<file path="config.mk">
export PLATFORM = sky130hd
export DESIGN_NAME = uart_rx
export DESIGN_NICKNAME = d
export VERILOG_FILES = /design/src/rtl/uart_pkg.sv /design/src/rtl/uart_sync2.sv /design/src/rtl/uart_rx.sv
export SDC_FILE = /design/constraint.sdc
export NUM_CORES = 1
export LEC_CHECK = 0
export BUFFER_PORTS_ARGS = -buffer_cell sky130_fd_sc_hd__buf_4
export CAP_MARGIN = 20
export CORE_ASPECT_RATIO = 1.5
export CORE_UTILIZATION = 50
export DETAILED_ROUTE_END_ITERATION = 16
export PLACE_DENSITY = 0.7
export RECOVER_POWER = 25
export SLEW_MARGIN = 10
export SYNTH_ARGS = -nofsm -noshare
export SYNTH_HDL_FRONTEND = slang
export SYNTH_SLANG_ARGS = --single-unit
</file>
<file path="constraint.sdc">
create_clock -name clk -period 2.15 [get_ports clk]
set_input_delay 0.3225 -clock clk [delete_from_list [all_inputs] [get_ports clk]]
set_output_delay 0.3225 -clock clk [all_outputs]
set_load 0.02 [all_outputs]
</file>
<file path="src/rtl/uart_pkg.sv">
// Shared UART definitions: receiver state encoding and line idle level.
package uart_pkg;

  typedef enum logic [2:0] {
    IDLE,
    START,
    DATA,
    PARITY,
    STOP,
    RECOVER
  } uart_rx_state_t;

  localparam logic UART_IDLE_LEVEL = 1'b1;

endpackage

</file>
<file path="src/rtl/uart_sync2.sv">
// Two-flop synchroniser for a single asynchronous input; both flops reset to RESET_VAL.
module uart_sync2 #(
  parameter logic RESET_VAL = 1'b1
) (
  input  logic clk,
  input  logic reset,
  input  logic d,
  output logic q
);

  logic meta;

  always_ff @(posedge clk or posedge reset) begin
    if (reset) begin
      meta <= RESET_VAL;
      q    <= RESET_VAL;
    end else begin
      meta <= d;
      q    <= meta;
    end
  end

endmodule

</file>
<file path="src/rtl/uart_rx.sv">
// Oversampling UART receiver with valid/ready holding register and frame/parity/overrun status.
// Even parity bit is added to the frame when UART_RX_PARITY_EN is defined.
//
// state   | meaning
// IDLE    | line idle, waiting for a low sample
// START   | half-bit wait, re-check start bit (glitch filter)
// DATA    | one full bit per data bit, LSB first
// PARITY  | one full bit, sample even parity (UART_RX_PARITY_EN only)
// STOP    | one full bit, sample stop; frame completes here
// RECOVER | stop was low; wait for line high so a break is one frame
module uart_rx
  import uart_pkg::*;
#(
  parameter int DATA_BITS       = 8,
  parameter int OVERSAMPLE_RATE = 8
) (
  input  logic                 clk,
  input  logic                 reset,
  input  logic                 rx_tick,
  input  logic                 rx_serial,
  input  logic                 rx_ready,
  output logic [DATA_BITS-1:0] rx_data,
  output logic                 rx_valid,
  output logic                 rx_frame_err,
  output logic                 rx_parity_err,
  output logic                 rx_overrun
);

  localparam int TICK_W = $clog2(OVERSAMPLE_RATE);
  localparam int BIT_W  = $clog2(DATA_BITS);
  localparam logic [TICK_W-1:0] HALF_TC = TICK_W'(OVERSAMPLE_RATE / 2 - 1);
  localparam logic [TICK_W-1:0] FULL_TC = TICK_W'(OVERSAMPLE_RATE - 1);
  localparam logic [BIT_W-1:0]  LAST_BIT = BIT_W'(DATA_BITS - 1);

  logic                 rx_s;
  uart_rx_state_t       state, state_n;
  logic [TICK_W-1:0]    tick_cnt, tick_n;
  logic [BIT_W-1:0]     bit_cnt, bit_n;
  logic [DATA_BITS-1:0] shift, shift_n;
  logic                 frame_done;
  logic                 frame_err_n;
`ifdef UART_RX_PARITY_EN
  logic                 par_err_q, par_err_n;
`endif

  uart_sync2 #(.RESET_VAL(UART_IDLE_LEVEL)) u_sync (
    .clk   (clk),
    .reset (reset),
    .d     (rx_serial),
    .q     (rx_s)
  );

  always_ff @(posedge clk or posedge reset) begin
    if (reset) begin
      state    <= IDLE;
      tick_cnt <= '0;
      bit_cnt  <= '0;
      shift    <= '0;
`ifdef UART_RX_PARITY_EN
      par_err_q <= 1'b0;
`endif
    end else begin
      state    <= state_n;
      tick_cnt <= tick_n;
      bit_cnt  <= bit_n;
      shift    <= shift_n;
`ifdef UART_RX_PARITY_EN
      par_err_q <= par_err_n;
`endif
    end
  end

  always_comb begin
    state_n     = state;
    tick_n      = tick_cnt;
    bit_n       = bit_cnt;
    shift_n     = shift;
    frame_done  = 1'b0;
    frame_err_n = 1'b0;
`ifdef UART_RX_PARITY_EN
    par_err_n   = par_err_q;
`endif
    if (rx_tick) begin
      case (state)
        IDLE: begin
          if (!rx_s) begin
            state_n = START;
            tick_n  = '0;
          end
        end
        START: begin
          if (tick_cnt == HALF_TC) begin
            tick_n  = '0;
            bit_n   = '0;
            state_n = rx_s ? IDLE : DATA;
          end else begin
            tick_n = tick_cnt + 1'b1;
          end
        end
        DATA: begin
          if (tick_cnt == FULL_TC) begin
            tick_n  = '0;
            shift_n = {rx_s, shift[DATA_BITS-1:1]};
            if (bit_cnt == LAST_BIT) begin
`ifdef UART_RX_PARITY_EN
              state_n = PARITY;
`else
              state_n = STOP;
`endif
            end else begin
              bit_n = bit_cnt + 1'b1;
            end
          end else begin
            tick_n = tick_cnt + 1'b1;
          end
        end
`ifdef UART_RX_PARITY_EN
        PARITY: begin
          if (tick_cnt == FULL_TC) begin
            tick_n    = '0;
            par_err_n = rx_s ^ (^shift);
            state_n   = STOP;
          end else begin
            tick_n = tick_cnt + 1'b1;
          end
        end
`endif
        STOP: begin
          if (tick_cnt == FULL_TC) begin
            tick_n      = '0;
            frame_done  = 1'b1;
            frame_err_n = !rx_s;
            state_n     = rx_s ? IDLE : RECOVER;
          end else begin
            tick_n = tick_cnt + 1'b1;
          end
        end
        RECOVER: begin
          if (rx_s) state_n = IDLE;
        end
        default: state_n = IDLE;
      endcase
    end
  end

  // A completing frame may load in the same cycle the old byte is accepted.
  always_ff @(posedge clk or posedge reset) begin
    if (reset) begin
      rx_data      <= '0;
      rx_valid     <= 1'b0;
      rx_frame_err <= 1'b0;
      rx_overrun   <= 1'b0;
`ifdef UART_RX_PARITY_EN
      rx_parity_err <= 1'b0;
`endif
    end else begin
      rx_overrun <= 1'b0;
      if (frame_done) begin
        if (!rx_valid || rx_ready) begin
          rx_data      <= shift;
          rx_frame_err <= frame_err_n;
          rx_valid     <= 1'b1;
`ifdef UART_RX_PARITY_EN
          rx_parity_err <= par_err_q;
`endif
        end else begin
          rx_overrun <= 1'b1;
        end
      end else if (rx_valid && rx_ready) begin
        rx_valid <= 1'b0;
      end
    end
  end

`ifndef UART_RX_PARITY_EN
  assign rx_parity_err = 1'b0;
`endif

endmodule

</file>
==> reports/qor.csv, run 1 <==
metric;value;unit
Worst-Margin Slew;1.520;ns
mux contribution to synthesized area;16.32;%
largest family of logic cells by synthesized area;multiplexers;
CP Buf/Inv Count;0;
Final TNS setup;0;ns
TritonCTS clock tree;built;
Synth Area in Compound Gates;8.772;%
final setup fails;0;
cell depth of the worst flop-to-flop path;5;
met3 GRT Util;8.824;%
postcts setup bufs;0;
DRC viols;0;
initial antenna violation count;0;
failing checks;capacitance limit, slew limit;
Synth top area share;49.12;%
Reg clk slew, reported paths;0.06;ns
period utilization;91.39;%
CP max-delay cell;or4b_2;
Tmin final;1.965;ns
final wirelength;2319;um
#FFs+latches synth;30;
vias in the first global route;947;
Site Rows;23;
HPWL after DPL;1735;um
max-cap viol count;1;
TritonCTS Buffers;5;
Core Region;0.002676;mm^2
wire per inst;13.64;um
post-route clock skew;0.004294;ns
Die Area;0.003075;mm^2
CP endpoint kind;register;
Worst EP required;2.31;ns
Simple-Gate Fraction of Synth Area;12.54;%
Synth Area in Adders;4.386;%
crit path cell chain;or4b_2, o31ai_1, nor2_1, nand2_1, mux2_2;
Unique masters post-synth;38;
number of synthesized flops with an enable pin;0;
GR peak layer;met2;
count of final max-slew check failures;31;
DRT antenna net count;0;
met1 Resource Use GR;18.83;%
Power Density;1018;mW/mm^2
unrepaired setup endpoints after global routing;false;
# placed instances;162;
FFs w/ async S/R, synth;100.0;%
Iter 0 DRT Violations;14;
run status;finished, violations left;
Resize count post-CTS;0;
num ports;17;
Initial Util;53.30;%
# nets final;142;
Clock Latency Late Sink;0.28;ns
main flop type after synthesis;dfrtp_1;
Syn Nets;123;
crit path kind;register to register;
Synth Area in XOR/XNOR;0.6140;%
Die Span X;45.61;um
Total GRT Usage;18.88;%
TritonRoute pass-1 iters;4;
nature of the critical path startpoint;register;
CTS Hold Buffers Added;0;
area leader, netlist;dfrtp_1;
YS warnings;0;
Max H-tree Level;2;
final hold vios;0;
grt total ovfl;0;
largest net degree at the start of global routing;31;
ant diodes;0;
Post-Synthesis Mean Instance Area;12.62;um^2
clock sink count;30;
clock root cell;clkbuf_8;
area delta synth->final;17.63;%
Leak;0.0008540;uW
relative slew slack;-1.359;%
Stages on worst setup path;5;
I/O Buffers;15;
Worst path max stage delay;0.62;ns
fmax;508.9;MHz
Max Root-Sink Buffers;2;
synthesized area;0.001426;mm^2
synth top area cells;dfrtp_1 (49%), mux2_4 (8.4%), mux2_2 (7.9%);
Via-to-Cell Ratio;5.382;
Hold Crit Class;input pin to register;
die height;67.42;um
hold path cells;1;
Worst path top cell family by delay;simple AND/OR/NAND/NOR gates;
via count;915;
first-pass GRT wire length;3981;um
GR Util met2;30.00;%
WP data arrival;2.13;ns
synthesized instance count;113;
sequential cell area fraction in the yosys report;52.81;%
crit-path max FO;7;
peak supply drop;1.192;mV
share of cells above drive strength 1;37.59;%
gpl congestion;0.8848;
Layout Cells excl Fill;170;
[report_power, final]
| part | switching (uW) | internal (uW) |
|---|---|---|
| sequential | 90.9 | 627 |
| clock | 198 | 377 |
| combinational | 225 | 190 |
| total | 514 | 1190 |
[through the flow]
stage | hold WS, ns | utilization [%] | setup slack, ns | power (uW) | area (um^2)
3_3_place_gp | 0.3480 | 58.49 | 0.2113 | 1123 | 1565
2_1_floorplan | 0.3270 | - | 0.2907 | 1042 | 1426
3_5_place_dp | 0.3511 | 58.49 | 0.2069 | 1141 | 1565
6_report | 0.1524 | 62.69 | 0.1851 | 1708 | 1678
5_1_grt | 0.1319 | 62.69 | 0.1098 | 1822 | 1678
4_1_cts | 0.1209 | 62.83 | 0.1914 | 1728 | 1682
[sequential cells by signal (all words and copies together) (netlist names)]
signal / cells
state: 3
bit_cnt: 3
tick_cnt: 3
shift: 8
rx_valid: 1
rx_data: 8
u_sync.meta: 1
u_sync.q: 1
rx_overrun: 1
rx_frame_err: 1
[area by class of cell]
class / instances / area, um^2
multi-input cells: 72 / 611.8
clock buffers: 7 / 86.33
well taps: 37 / 46.29
repair buffers: 18 / 131.4
clock inverters: 1 / 30.03
inverters: 5 / 18.77
flip-flops and latches: 30 / 753.2
fillers: 219 / 998.5
[synthesized netlist by cell type, types with 2 or more instances]
| master | instances |
|---|---|
| a211oi_1 | 2 |
| inv_1 | 4 |
| o31ai_1 | 3 |
| o21ai_0 | 4 |
| nand2b_1 | 2 |
| nor3_1 | 3 |
| a21o_1 | 3 |
| dfstp_2 | 2 |
| nor2_1 | 3 |
| mux2_4 | 8 |
| buf_6 | 2 |
| o2111ai_1 | 2 |
| dfrtp_1 | 28 |
| nand2_1 | 9 |
| ha_1 | 5 |
| clkbuf_1 | 2 |
| mux2_2 | 10 |
[routing by layer]
layer,part of all wire [%],routed length [um]
met1,41,948
met2,52,1209
met3,3.8,88
met4,3.1,72
met5,0,0
[final timing paths]
kind                        startpoint     endpoint  slack (ns)
setup / recovery              u_sync.q     state[1]        0.19
hold / removal               rx_serial  u_sync.meta        0.15
setup reg to reg              u_sync.q     state[1]        0.19
hold reg to reg            u_sync.meta     u_sync.q        0.36
max in group asynchronous        reset     shift[1]        0.69
min in group asynchronous        reset     shift[7]        0.57
[cells by family after synthesis]
group,Yosys count
mux,18
simple gates,29
buf+inv,11
compound gates,18
other cells,1
flops,30
xor+xnor,1
fa+ha+maj,5
[cells in the final DEF (no fill, tap or decap), types with 2 or more instances in the layout]
master	netlist	routed
a21o_1	3	3
mux2_2	10	10
o21ai_0	4	4
o31ai_1	3	3
a211oi_1	2	2
nor3_1	3	3
dfrtp_1	28	28
o2111ai_1	2	2
ha_1	5	5
buf_4	1	15
nor2_1	3	3
clkbuf_8	0	6
nand2_1	9	9
nand2b_1	2	2
clkbuf_1	2	2
dfstp_2	2	2
clkbuf_4	0	2
mux2_4	8	8
inv_1	4	4
No activity file was read; power rests on OpenSTA's default activity.
==> run 2, diff against run 1 <==
Settings changed: BUFFER_PORTS_ARGS -buffer_cell sky130_fd_sc_hd__buf_4 to -buffer_cell sky130_fd_sc_hd__buf_2.
==> reports/qor.csv, run 2 (same netlist as run 1, synthesis figures left out) <==
metric;value;unit
grt total ovfl;0;
Worst path max stage delay;0.61;ns
unrepaired setup endpoints after global routing;false;
CTS Hold Buffers Added;0;
Initial Util;53.30;%
Tmin final;1.989;ns
fin area;0.001640;mm^2
Seq. cell area;753.2;um^2
Multi-input gate area;611.8;um^2
Clock Latency Late Sink;0.28;ns
I/O Buffers;15;
final setup fails;0;
largest net degree at the start of global routing;31;
clock sink count;30;
relative slew slack;-4.137;%
Hold Crit Class;input pin to register;
fmax;502.8;MHz
Site Rows;23;
Cell Area, Placed;0.001528;mm^2
TritonCTS Buffers;5;
wire per inst;14.14;um
commonest non-fill, non-tap cells in the layout;dfrtp_1 (28), buf_2 (15), mux2_2 (10);
share of cells above drive strength 1;37.59;%
CP max-delay cell;or4b_2;
crit-path max FO;7;
post-route clock skew;0.01066;ns
Filler cells;213;
Max Root-Sink Buffers;2;
Resize count post-CTS;0;
DRT antenna net count;0;
clock root cell;clkbuf_8;
vias in the first global route;935;
WP data arrival;2.15;ns
Worst EP required;2.31;ns
Total GRT Usage;19.23;%
Power Density;1043;mW/mm^2
Final TNS setup;0;ns
count of final max-slew check failures;31;
ant diodes;0;
Leak;0.0008523;uW
HPWL after DPL;1742;um
max-cap viol count;1;
die height;67.42;um
first-pass GRT wire length;4071;um
DRC viols;0;
area delta synth->final;15.00;%
Max H-tree Level;2;
# nets final;142;
via count;914;
nature of the critical path startpoint;register;
final wirelength;2403;um
failing checks;capacitance limit, slew limit;
TritonCTS clock tree;built;
gpl congestion;0.8947;
crit path cell chain;or4b_2, o31ai_1, nor2_1, nand2_1, mux2_2;
initial antenna violation count;0;
Worst-Margin Slew;1.562;ns
num ports;17;
Die Area;0.003075;mm^2
postcts setup bufs;0;
peak supply drop;0.6573;mV
period utilization;92.50;%
crit path kind;register to register;
final hold vios;0;
Core Region;0.002676;mm^2
Regs by FF count;rx_data: 8 flops, shift: 8 flops;
Reg clk slew, reported paths;0.06;ns
Die Span X;45.61;um
TritonRoute pass-1 iters;4;
CP endpoint kind;register;
Via-to-Cell Ratio;5.376;
Iter 0 DRT Violations;17;
run status;finished, violations left;
most common cell after layout, fill and taps aside;dfrtp_1;
-- run 2: per-layer routing --
| layer | routed length [um] | share of wire, % | GRT usage (%) | up-vias |
|---|---|---|---|---|
| met3 | 102 | 4.2 | 7.487 | 6 |
| met5 | 0 | 0 | 0 | - |
| li1 | - | - | - | 441 |
| met4 | 60 | 2.5 | 10.61 | 0 |
| met2 | 1246 | 52 | 31.61 | 24 |
| met1 | 994 | 41 | 20.45 | 443 |
-- run 2: area by class of cell --
class                      instances  area share, %
tap                               37          2.822
clock inverter                     1          1.831
clock buffer                       7          5.263
sequential                        30          45.92
timing repair buffer              18          5.721
multi-input combinational         72          37.30
inverter                           5          1.144
-- run 2: final timing paths --
check                                 start           to  slack (ns)  cells after the start
min in group asynchronous             reset     shift[5]        0.57                      3
worst max register to register     u_sync.q     state[0]        0.16                      5
worst min register to register  u_sync.meta     u_sync.q        0.36                      0
max in group asynchronous             reset  tick_cnt[0]        0.67                      3
worst max-delay path               u_sync.q     state[0]        0.16                      5
worst min-delay path              rx_serial  u_sync.meta        0.14                      1
-- run 2: power breakdown --
part	leakage [uW]	internal, uW	switching [uW]
registers	0.000406	626	87.5
clock network	0.0000585	377	205
logic	0.000388	186	229
total	0.000852	1190	522
-- run 2: worst max-delay path: cells and delay by family, from the launching register on --
kind / cells / cell delay, ns
AND/OR/NAND/NOR: 3 / 0.84
flip-flops: 1 / 0.59
multiplexers: 1 / 0.35
AO/OA/AOI/OAI: 1 / 0.09
-- run 2: metrics by stage --
step | hold slack (ns) | worst slack [ns] | power, uW | utilization [%] | instances
after detailed placement | 0.3497 | 0.1704 | 1140 | 57.08 | 162
after floorplan | 0.3270 | 0.2907 | 1042 | - | 113
final | 0.1376 | 0.1613 | 1712 | 61.29 | 170
after CTS | 0.1073 | 0.1592 | 1728 | 61.43 | 170
after global placement | 0.3479 | 0.2121 | 1117 | 57.08 | 162
after global routing | 0.1232 | 0.1060 | 1823 | 61.29 | 170
==> run 3, diff against run 2 <==
Settings changed: GPL_TIMING_DRIVEN from default to 0.
==> reports/qor.csv, run 3 (same netlist as run 1, synthesis figures left out) <==
metric;value;unit
run status;finished, violations left;
# nets final;146;
Resize count post-CTS;0;
Reg clk slew, reported paths;0.06;ns
wire per inst;13.24;um
num ports;17;
die height;67.42;um
ant diodes;0;
CTS Hold Buffers Added;0;
TritonCTS Buffers;5;
vias in the first global route;903;
share of cells above drive strength 1;38.69;%
Core Region;0.002676;mm^2
via count;931;
final hold vios;8;
Die Span X;45.61;um
area delta synth->final;15.44;%
Seq. cell area;753.2;um^2
Layout Cells excl Fill;174;
Die Area;0.003075;mm^2
peak supply drop;0.7414;mV
failing checks;hold timing;
clock sink count;30;
grt total ovfl;0;
unrepaired setup endpoints after global routing;false;
Site Rows;23;
I/O Buffers;15;
Worst EP required;2.31;ns
Setup crit start;u_sync.q;
Power Density;971.6;mW/mm^2
clock root cell;clkbuf_8;
Final TNS setup;0;ns
relative slew slack;24.02;%
period utilization;91.61;%
final wirelength;2303;um
Max H-tree Level;2;
Leak;0.0008531;uW
crit-path max FO;7;
Hold Crit Class;input pin to asynchronous set/reset pin;
largest net degree at the start of global routing;23;
Clock Latency Late Sink;0.28;ns
# placed instances;166;
Regs by FF count;rx_data: 8 flops, shift: 8 flops;
Via-to-Cell Ratio;5.351;
Worst-Margin Slew;1.140;ns
most common cell after layout, fill and taps aside;dfrtp_1;
final setup fails;0;
CP endpoint kind;register;
Total GRT Usage;18.22;%
DRT antenna net count;0;
TritonCTS clock tree;built;
Multi-input gate area;611.8;um^2
post-route clock skew;0.007574;ns
fmax;507.7;MHz
CP Buf/Inv Count;0;
HPWL after DPL;1696;um
gpl congestion;0.9019;
count of final max-slew check failures;0;
Max Root-Sink Buffers;2;
Iter 0 DRT Violations;29;
Hold WS;-0.02158;ns
Initial Util;53.30;%
Filler cells;224;
WP data arrival;2.13;ns
Tmin final;1.970;ns
crit path cell chain;or4b_2, o31ai_1, nor2_1, nand2_1, mux2_2;
crit path kind;register to register;
Worst path max stage delay;0.61;ns
Crit Reg-Reg Startpoint;u_sync.q;
CP max-delay cell;or4b_2;
postcts setup bufs;0;
DRC viols;0;
max-cap viol count;0;
initial antenna violation count;0;
Worst path top cell family by delay;simple AND/OR/NAND/NOR gates;
commonest non-fill, non-tap cells in the layout;dfrtp_1 (28), buf_2 (16), mux2_2 (10);
nature of the critical path startpoint;register;
TritonRoute pass-1 iters;4;
first-pass GRT wire length;3891;um
## run 3: cell count changes in the layout (fill, tap and decap cells not counted), sizes merged
cell	previous run	this run
clkinvlp	0	1
bufinv	1	0
buf	17	19
clkbuf	8	9
clkinv	0	1
## run 3: metal layers
layer  vias to the layer above  track usage, %  wire length, um
met3                         9           6.417              105
met5                         -               0                0
met1                       443           20.86              967
met4                         0           12.12               63
met2                        32           27.86             1167
li1                        447               -                -
## run 3: path summary, 6_finish.rpt
path	end	slack (ns)	cells past startpoint
worst max-delay path	state[0]	0.18	5
worst min-delay path	rx_data[5]	-0.02	2
worst max register to register	state[0]	0.18	5
worst min register to register	u_sync.q	0.36	0
max in group asynchronous	state[2]	0.82	3
min in group clk	u_sync.meta	0.14	1
## run 3: final cells by class
type                            count  share of cell area (%)
Buffer                              6                   2.584
Clock buffer                        6                   5.015
Clock inverter                      2                  0.7599
Inverter                            5                   1.140
Multi-Input combinational cell     72                   37.16
Sequential cell                    30                   45.74
Tap cell                           37                   2.812
Timing Repair Buffer               16                   4.787
## run 3: report_power, final
group	switching, uW	leakage (uW)	internal [uW]
combinational	258	0.000400	192
clock	203	0.0000472	256
sequential	63.3	0.000406	627
total	525	0.000853	1070
## run 3: per-stage QoR
| step | instance area (um^2) | utilization (%) | setup slack (ns) | hold slack (ns) | total power, uW |
|---|---|---|---|---|---|
| 3_3_place_gp | 1548 | 57.83 | 0.2092 | 0.3466 | 1118 |
| 6_report | 1647 | 61.52 | 0.1804 | -0.02158 | 1600 |
| 4_1_cts | 1670 | 62.41 | 0.1752 | 0.02666 | 1625 |
| 2_1_floorplan | 1426 | - | 0.2907 | 0.3270 | 1042 |
| 5_1_grt | 1647 | 61.52 | 0.05552 | -0.002528 | 1706 |
| 3_5_place_dp | 1575 | 58.86 | 0.1873 | 0.3360 | 1150 |
